**config.mk**
```make
export PLATFORM = sky130hd
export DESIGN_NAME = irda_tx_data_ctrl_flat
export DESIGN_NICKNAME = d
export VERILOG_FILES = /design/src/rtl/irda_tx_pkg.sv /design/src/rtl/irda_tx_data_ctrl_if.sv /design/src/rtl/irda_tx_word_reg.sv /design/src/rtl/irda_tx_data_ctrl.sv /design/src/flat_wrapper.sv
export SDC_FILE = /design/constraint.sdc
export NUM_CORES = 1
export LEC_CHECK = 0
export ABC_AREA = 1
export ABC_CLOCK_PERIOD_IN_PS = 2200
export CAP_MARGIN = 20
export CORE_MARGIN = 5
export CORE_UTILIZATION = 25
export DETAILED_ROUTE_END_ITERATION = 10
export GPL_TIMING_DRIVEN = 0
export PLACE_DENSITY = 0.5
export SLEW_MARGIN = 20
export SYNTH_ARGS = -nofsm -noshare
export SYNTH_HDL_FRONTEND = slang
export SYNTH_SLANG_ARGS = --single-unit
```
**constraint.sdc**
```tcl
create_clock -name clk -period 2.2 [get_ports clk]
set_input_delay 0.44 -clock clk [delete_from_list [all_inputs] [get_ports clk]]
set_output_delay 0.44 -clock clk [all_outputs]
set_load 0.01 [all_outputs]
```
**src/rtl/irda_tx_pkg.sv**
```systemverilog
// irda_tx_pkg: shared types and constants for the IrDA TX data controller.
//   state_e    - controller FSM states (IDLE, SHIFT, STARVED)
//   DATA_W_DEF - default word width
//   word_t     - one held word: data, last flag, bit limit, bit order.
//                Sized for the widest legal word; users take the low bits.
package irda_tx_pkg;

    localparam int DATA_W_DEF = 32;
    localparam int MAX_W      = 64;   // widest legal DATA_W
    localparam int MAX_CW     = 6;    // $clog2(MAX_W)

    typedef enum logic [1:0] {
        IDLE    = 2'd0,
        SHIFT   = 2'd1,
        STARVED = 2'd2
    } state_e;

    // lim is the index of the final valid bit, derived from nbits at capture.
    typedef struct packed {
        logic [MAX_W-1:0]  word;
        logic              last;
        logic [MAX_CW-1:0] lim;
        logic              msb;
    } word_t;

endpackage

```
**src/rtl/irda_tx_data_ctrl_if.sv**
```systemverilog
// irda_tx_data_ctrl_if: bus between the TX FIFO / bit-serialiser and the
// data controller.
//   slave  modport - the controller: takes control + FIFO head, drives the
//                    pop pulse and the current bit with its flags.
//   master modport - the environment side of the same signals.
interface irda_tx_data_ctrl_if
    import irda_tx_pkg::*;
#(
    parameter int DATA_W = DATA_W_DEF,
    parameter int CNT_W  = $clog2(DATA_W)
);
    logic              dc_restart;
    logic              tx_enable;
    logic              next_data;
    logic              msb_first;
    logic              txfifo_empty;
    logic [DATA_W-1:0] txfifo_dat_o;
    logic              txfifo_last;
    logic [CNT_W:0]    txfifo_nbits;
    logic              txfifo_remove;
    logic              data_available;
    logic              data_o;
    logic              data_last;
    logic              underrun;

    modport slave (
        input  dc_restart, tx_enable, next_data, msb_first,
        input  txfifo_empty, txfifo_dat_o, txfifo_last, txfifo_nbits,
        output txfifo_remove, data_available, data_o, data_last, underrun
    );

    modport master (
        output dc_restart, tx_enable, next_data, msb_first,
        output txfifo_empty, txfifo_dat_o, txfifo_last, txfifo_nbits,
        input  txfifo_remove, data_available, data_o, data_last, underrun
    );
endinterface

```
**src/rtl/irda_tx_word_reg.sv**
```systemverilog
// irda_tx_word_reg: holds one word_t (word, last, bit limit, order).
//   clk, wb_rst_i - clock, async active-high reset
//   clr_i         - synchronous clear to zero (wins over ld_i)
//   ld_i, d_i     - load d_i on the next edge
//   q_o           - held word
module irda_tx_word_reg
    import irda_tx_pkg::*;
(
    input  logic  clk,
    input  logic  wb_rst_i,
    input  logic  clr_i,
    input  logic  ld_i,
    input  word_t d_i,
    output word_t q_o
);
    word_t hold_q;

    always_ff @(posedge clk or posedge wb_rst_i) begin
        if (wb_rst_i)   hold_q <= '0;
        else if (clr_i) hold_q <= '0;
        else if (ld_i)  hold_q <= d_i;
    end

    assign q_o = hold_q;
endmodule

```
**src/rtl/irda_tx_data_ctrl.sv**
```systemverilog
// irda_tx_data_ctrl: pulls words from the TX FIFO and presents them one bit
// at a time (LSB- or MSB-first, captured per word) to the serialiser.
//   clk, wb_rst_i - clock, async active-high reset
//   bus (slave)   - dc_restart/tx_enable/next_data/msb_first and FIFO head
//                   in; txfifo_remove, data_available, data_o, data_last,
//                   underrun out.
// Build option: IRDA_TX_PREFETCH_EN adds a second word buffer that is filled
// while the current word shifts, so word boundaries never need the FIFO.
module irda_tx_data_ctrl
    import irda_tx_pkg::*;
#(
    parameter int DATA_W = DATA_W_DEF,
    parameter int CNT_W  = $clog2(DATA_W)
)(
    input  logic clk,
    input  logic wb_rst_i,
    irda_tx_data_ctrl_if.slave bus
);
    localparam int NB_W = CNT_W + 1;

    state_e            state_q, state_d;
    logic [CNT_W-1:0]  ptr_q, ptr_d;
    logic              avail_q, avail_d;
    logic              remove_q, remove_d;
    logic              underrun_q, underrun_d;

    word_t             sr_q, sr_d, fifo_w;
    logic              sr_ld;
    logic [CNT_W-1:0]  fifo_lim, cur_lim, idx;
    logic [DATA_W-1:0] cur_word;
    logic              adv, fifo_ok, at_lim;
    logic              unused_hold;

    assign adv     = bus.next_data & bus.tx_enable;
    // A pop is in flight while remove_q is high; the head is stale then.
    assign fifo_ok = ~bus.txfifo_empty & ~remove_q;

    assign fifo_lim = (bus.txfifo_last && bus.txfifo_nbits != '0)
                    ? CNT_W'(bus.txfifo_nbits - NB_W'(1))
                    : CNT_W'(DATA_W - 1);

    always_comb begin
        fifo_w      = '0;
        fifo_w.word = MAX_W'(bus.txfifo_dat_o);
        fifo_w.last = bus.txfifo_last;
        fifo_w.lim  = MAX_CW'(fifo_lim);
        fifo_w.msb  = bus.msb_first;
    end

    assign cur_word    = sr_q.word[DATA_W-1:0];
    assign cur_lim     = sr_q.lim[CNT_W-1:0];
    assign at_lim      = (ptr_q == cur_lim);
    assign idx         = sr_q.msb ? (CNT_W'(DATA_W - 1) - ptr_q) : ptr_q;
    assign unused_hold = ^sr_q;

`ifdef IRDA_TX_PREFETCH_EN
    word_t pf_q;
    logic  pf_vld_q, pf_ld, pf_clr, sr_from_pf;

    irda_tx_word_reg u_pf (
        .clk(clk), .wb_rst_i(wb_rst_i), .clr_i(bus.dc_restart),
        .ld_i(pf_ld), .d_i(fifo_w), .q_o(pf_q)
    );

    always_ff @(posedge clk or posedge wb_rst_i) begin
        if (wb_rst_i)    pf_vld_q <= 1'b0;
        else if (pf_clr) pf_vld_q <= 1'b0;
        else if (pf_ld)  pf_vld_q <= 1'b1;
    end

    assign sr_d = sr_from_pf ? pf_q : fifo_w;
`else
    assign sr_d = fifo_w;
`endif

    irda_tx_word_reg u_sr (
        .clk(clk), .wb_rst_i(wb_rst_i), .clr_i(bus.dc_restart),
        .ld_i(sr_ld), .d_i(sr_d), .q_o(sr_q)
    );

    always_comb begin
        state_d    = state_q;
        ptr_d      = ptr_q;
        avail_d    = avail_q;
        remove_d   = 1'b0;
        underrun_d = 1'b0;
        sr_ld      = 1'b0;
`ifdef IRDA_TX_PREFETCH_EN
        pf_ld      = 1'b0;
        pf_clr     = 1'b0;
        sr_from_pf = 1'b0;
`endif
        if (bus.dc_restart) begin
            state_d = IDLE;
            ptr_d   = '0;
            avail_d = 1'b0;
`ifdef IRDA_TX_PREFETCH_EN
            pf_clr  = 1'b1;
`endif
        end else begin
            case (state_q)
                IDLE, STARVED: begin
                    if (state_q == STARVED && adv) underrun_d = 1'b1;
                    if (fifo_ok) begin
                        sr_ld    = 1'b1;
                        remove_d = 1'b1;
                        ptr_d    = '0;
                        avail_d  = 1'b1;
                        state_d  = SHIFT;
                    end
                end
                SHIFT: begin
                    if (adv && !at_lim) begin
                        ptr_d = ptr_q + CNT_W'(1);
                    end else if (adv && sr_q.last) begin
                        avail_d = 1'b0;
                        state_d = IDLE;
                    end else if (adv) begin
`ifdef IRDA_TX_PREFETCH_EN
                        if (pf_vld_q) begin
                            sr_ld      = 1'b1;
                            sr_from_pf = 1'b1;
                            pf_clr     = 1'b1;
                            ptr_d      = '0;
                        end else
`endif
                        if (fifo_ok) begin
                            sr_ld    = 1'b1;
                            remove_d = 1'b1;
                            ptr_d    = '0;
                        end else begin
                            avail_d = 1'b0;
                            state_d = STARVED;
                        end
                    end
`ifdef IRDA_TX_PREFETCH_EN
                    // Skip the fill when a direct boundary load already pops.
                    if (!pf_vld_q && !sr_q.last && fifo_ok && !remove_d) begin
                        pf_ld    = 1'b1;
                        remove_d = 1'b1;
                    end
`endif
                end
                default: state_d = IDLE;
            endcase
        end
    end

    always_ff @(posedge clk or posedge wb_rst_i) begin
        if (wb_rst_i) begin
            state_q    <= IDLE;
            ptr_q      <= '0;
            avail_q    <= 1'b0;
            remove_q   <= 1'b0;
            underrun_q <= 1'b0;
        end else begin
            state_q    <= state_d;
            ptr_q      <= ptr_d;
            avail_q    <= avail_d;
            remove_q   <= remove_d;
            underrun_q <= underrun_d;
        end
    end

    assign bus.txfifo_remove  = remove_q;
    assign bus.data_available = avail_q;
    assign bus.data_o         = avail_q & cur_word[idx];
    // sr keeps the finished word after a frame ends, so gate with avail.
    assign bus.data_last      = avail_q & sr_q.last & at_lim;
    assign bus.underrun       = underrun_q;
endmodule

```
**src/flat_wrapper.sv**
```systemverilog
// flat-port wrapper written by rule: the top's interface ports become plain ports
module irda_tx_data_ctrl_flat import irda_tx_pkg::*;
#(
    parameter int DATA_W = DATA_W_DEF,
    parameter int CNT_W  = $clog2(DATA_W)
)
  (clk, wb_rst_i, bus_dc_restart, bus_tx_enable, bus_next_data, bus_msb_first, bus_txfifo_empty, bus_txfifo_dat_o, bus_txfifo_last, bus_txfifo_nbits, bus_txfifo_remove, bus_data_available, bus_data_o, bus_data_last, bus_underrun);
  irda_tx_data_ctrl_if #(.DATA_W(DATA_W), .CNT_W(CNT_W)) bus_i ();
  input  logic clk;
  input  logic wb_rst_i;
  input wire logic [$bits(bus_i.dc_restart)-1:0] bus_dc_restart;
  input wire logic [$bits(bus_i.tx_enable)-1:0] bus_tx_enable;
  input wire logic [$bits(bus_i.next_data)-1:0] bus_next_data;
  input wire logic [$bits(bus_i.msb_first)-1:0] bus_msb_first;
  input wire logic [$bits(bus_i.txfifo_empty)-1:0] bus_txfifo_empty;
  input wire logic [$bits(bus_i.txfifo_dat_o)-1:0] bus_txfifo_dat_o;
  input wire logic [$bits(bus_i.txfifo_last)-1:0] bus_txfifo_last;
  input wire logic [$bits(bus_i.txfifo_nbits)-1:0] bus_txfifo_nbits;
  output wire logic [$bits(bus_i.txfifo_remove)-1:0] bus_txfifo_remove;
  output wire logic [$bits(bus_i.data_available)-1:0] bus_data_available;
  output wire logic [$bits(bus_i.data_o)-1:0] bus_data_o;
  output wire logic [$bits(bus_i.data_last)-1:0] bus_data_last;
  output wire logic [$bits(bus_i.underrun)-1:0] bus_underrun;
  assign bus_i.dc_restart = bus_dc_restart;
  assign bus_i.tx_enable = bus_tx_enable;
  assign bus_i.next_data = bus_next_data;
  assign bus_i.msb_first = bus_msb_first;
  assign bus_i.txfifo_empty = bus_txfifo_empty;
  assign bus_i.txfifo_dat_o = bus_txfifo_dat_o;
  assign bus_i.txfifo_last = bus_txfifo_last;
  assign bus_i.txfifo_nbits = bus_txfifo_nbits;
  assign bus_txfifo_remove = bus_i.txfifo_remove;
  assign bus_data_available = bus_i.data_available;
  assign bus_data_o = bus_i.data_o;
  assign bus_data_last = bus_i.data_last;
  assign bus_underrun = bus_i.underrun;
  irda_tx_data_ctrl #(.DATA_W(DATA_W), .CNT_W(CNT_W)) u_core (.clk(clk), .wb_rst_i(wb_rst_i), .bus(bus_i));
endmodule
```
==> results <==
- The run finished, with violations left.
- The checks that failed: setup timing.
- The number of slew-limit violations in the final report is 0.
- For the final database, setup skew stands at ~4.8 ps.
- The number of nets in the layout is a little over 500.
- Of the total power, the share spent switching nets is between 30% and 40%.
- The worst setup path is captured at an output pin.
- IR analysis of the VDD net gives a maximum drop of around 0.32 mV.
- The most used flip-flop cell after synthesis is dfrtp_1.
- Setup repair after global routing could not meet its margin everywhere.
- The cell area that synthesis handed to floorplanning was a little over 3000 um2.
- The worst register-to-register path has a setup slack of approximately 140 ps.
- The portion of total power attributed to the clock network is a little under a quarter.
- In the routed layout, each cell is associated on average with a via count of 4.52.
- CTS built an H-tree with a depth of 2.
- 0 antenna diodes ended up in the layout.
- The CTS tree is yes.
- The worst flop-to-flop path endpoint is u_core.u_sr.q_o[30].
- The proportion of netlist area held by the largest area contributor is roughly 40%.
- Entering global routing, the biggest net connects 26 pins.
- The initial cell density of the core is between 20% and 30%.
- The core utilization of the finished layout is approximately a third.
- The power density of the placed cells is around 770 nW/um2.
- The worst setup path is launched from a register.
- The final count of hold timing violations is 0.
- The combinational power share is between 40% and 50%.
- The first global-routing pass estimated 14,300 um of wire.
- The number of antenna violations at the first check in global routing is 0.
- Data on the critical path is required at its endpoint by around 1800 ps.
- After detailed routing, the number of remaining DRC violations is 0.
- The post-route fraction of the period consumed by the critical path is 106%.
- Subtracting the final worst setup slack from the clock period gives between 2000 and 2500 ps.
- The measured slew at the worst slew-check pin is about 530 ps.
- The overall die area is 14,600 um2.
- In this run the remaining antenna-violating nets after routing total 0.
- The worst-case reg-to-reg path depth is 10.
- The cell row count is 40.
- In this run the critical register-to-register path is launched from u_core.ptr_q[0].
- The growth of design area from synthesis to finish is 36.6%.
- By area the synthesized netlist is led by dfrtp_1 40%, nand3_1 10%, nand2_1 9.2%.
- The final worst-path setup slack is -141 ps.
- Synthesis handed over a netlist of 386 instances.
- The net switching power figure is 1.20 mW.
- Sequential cells were found to cover 39.9% of the synthesized design area.
- The die outline height is about 120 um.
- The core region is 12,000 um2.
- The highest attainable clock frequency is approximately 430 MHz.
- The warning count from the yosys run is 0.
- Summed over all layers, the global routing overflow is 0.
- The detailed router used layers up to and including met4.
- The worst slew slack as a fraction of its limit is between 60% and 70%.
- The insertion delay of the later-clocked pin in the worst-skew pair is roughly 290 ps.
- Internal power comes to between 2 and 2.5 mW.
- The clock sink count is 49.
- The mean cell area of the mapped netlist is between 7 and 8 um2.
- The x dimension of the die is between 100 and 150 um.
- Routability-driven placement finished with a final weighted congestion of 0.816.
- The clock-pin slew on the worst setup and hold paths is 70 ps.
- The detail-routed net length per standard cell is about 14 um.
- TritonCTS created 5 clock buffers.
- Sequential cells account for a little over a third of the total power.
- The routed design uses about 3800 um of met2 wire.
- The cell leakage power is around 1.8 nW.
- The final setup violation count is 1.
- The finished cells cover 4200 um2.
- The total routing usage reported by global routing is 12.1%.
- In this run the worst hold path is classified as primary input to asynchronous set/reset pin.
- The tree is rooted in a clkbuf_16.
- By startpoint and endpoint, the worst setup path is classified as register to output pin.
- The tool flagged a number of max-cap violations equal to 0.
- between 50 and 60 I/O pins were placed.
- Once placement finished, the instance area stood at about 3800 um2.
- The detailed-route wire length is roughly 8300 um.
- The via count of the first global-routing pass was around 2,900.
- The port buffer count is 50.
- Among all cell types in the netlist, the one instantiated most often is nand2_1.
- The first detailed-routing pass ran for 5 iterations.
- The post-synthesis cell type count is 29.
- The commonest cells after synthesis are 75 x nand2_1, 64 x nand3_1, 54 x inv_1.
- For this run, asynchronously set or reset flops after synthesis account for 100%.
- Yosys mapped a number of flops with a built-in enable equal to 0.
- The largest fanout on the critical path is 7.
- The via count is between 2,000 and 3,000.
- The data arrival time at the worst-slack endpoint is around 1900 ps.
- The routed metal-1 wirelength is approximately 4000 um.
- The largest buffer count on any clock path is 2.
- The fraction of final layout cells with drive strength greater than 1 is about a quarter.
- Summed over all nets, the half-perimeter wirelength after detailed placement is around 6000 um.
- dfrtp_1 takes more of the synthesized area than any other cell.
- The detailed router's first-iteration violation count is roughly 190.
- After synthesis the netlist holds a flip-flop and latch count of slightly below 50.
- In the detailed route, the total length drawn on met3 is between 300 and 400 um.
- The post-synthesis net count is 435.
repair_timing:
action                     4_1_cts  5_1_grt
gates resized for setup         29       19
hold buffers                     0        0
gates cloned                     2        0
setup endpoints to repair        2       33
pin swaps                       10        4
buffers inserted                10        3
state kept, by name, indices dropped and copies added, names as in the netlist:
name and count:
u_core.bus.data_available 1, u_core.bus.txfifo_remove 1, u_core.bus.underrun 1, u_core.ptr_q 5, u_core.state_q 2, u_core.u_sr.q_o 39
cell usage in the layout (no fill, tap or decap), types with 19 or more instances in the layout:
| cell type | n |
|---|---|
| nand2_1 | 66 |
| dfrtp_1 | 47 |
| o21ai_2 | 20 |
| o21ai_0 | 24 |
| buf_4 | 19 |
| inv_1 | 51 |
| nand3_2 | 25 |
| nand3_1 | 61 |
| nor2_1 | 20 |
| clkdlybuf4s50_1 | 47 |
area by class of cell:
cell class | count | area (um2)
tap | 147 | 184
fill | 1277 | 7810
timing repair buffer | 66 | 628
inverter | 58 | 226
sequential | 49 | 1230
clock inverter | 1 | 7.51
clock buffer | 7 | 133
multi-input combinational | 261 | 1610
buffer | 18 | 185
worst max path at each step:
stage	start	endpoint	slack [ps]	cells after the start
final	u_core.u_sr.q_o[0]	bus_data_o	-140	11
after global routing	u_core.u_sr.q_o[0]	bus_data_o	-260	11
after CTS	u_core.u_sr.q_o[0]	bus_data_o	-140	14
after detailed placement	u_core.u_sr.q_o[0]	bus_data_o	-570	14
after global placement	u_core.u_sr.q_o[0]	bus_data_o	-570	14
after floorplan	u_core.u_sr.q_o[0]	bus_data_o	210	13
metal layers:
layer	vias up	track usage, %
li1	1394	-
met1	1274	17.1
met2	66	19.0
met3	10	2.28
met4	0	3.54
met5	-	0
power groups by stage:
stage                     Sequential [mW]  Clock [mW]  Combinational [mW]
after floorplan                      1.12           0               0.825
after global placement               1.14           0                1.14
after detailed placement             1.15           0                1.16
after CTS                            1.13       0.776                1.28
after global routing                 1.16       0.825                1.50
final                                1.14       0.761                1.35
worst max-delay path, cell delays in order, from the launching register on:
cell and delay, ps:
dfrtp_1 390, buf_12 160, nand2_4 110, nand2_4 80, buf_2 160, nand2_1 60, nand3_1 60, nand3_1 100
nand3_1 90, a21oi_2 200, nor2_4 60, buf_2 130
cells by family after synthesis:
kind of cell	share of synthesized area (%)
and+or+nand+nor	31.9
buffers and inverters	12.4
xor gates and xnor gates	3.42
adders and majority gates	1.22
DFF	39.9
AOI/OAI and AO/OA	11.2
stage by stage:
| stage | power, mW | setup slack [ps] | hold WS (ps) | cells | setup TNS, ps |
|---|---|---|---|---|---|
| detailed placement | 2.30 | -570 | 511 | 584 | -7260 |
| global placement | 2.29 | -571 | 502 | 583 | -28050 |
| floorplan | 1.94 | 214 | 483 | 386 | 0 |
| CTS | 3.19 | -138 | 522 | 604 | -225 |
| finish | 3.25 | -141 | 515 | 607 | -141 |
| global route | 3.49 | -257 | 550 | 607 | -257 |
Note: power is estimated with default switching activity, not from simulation.
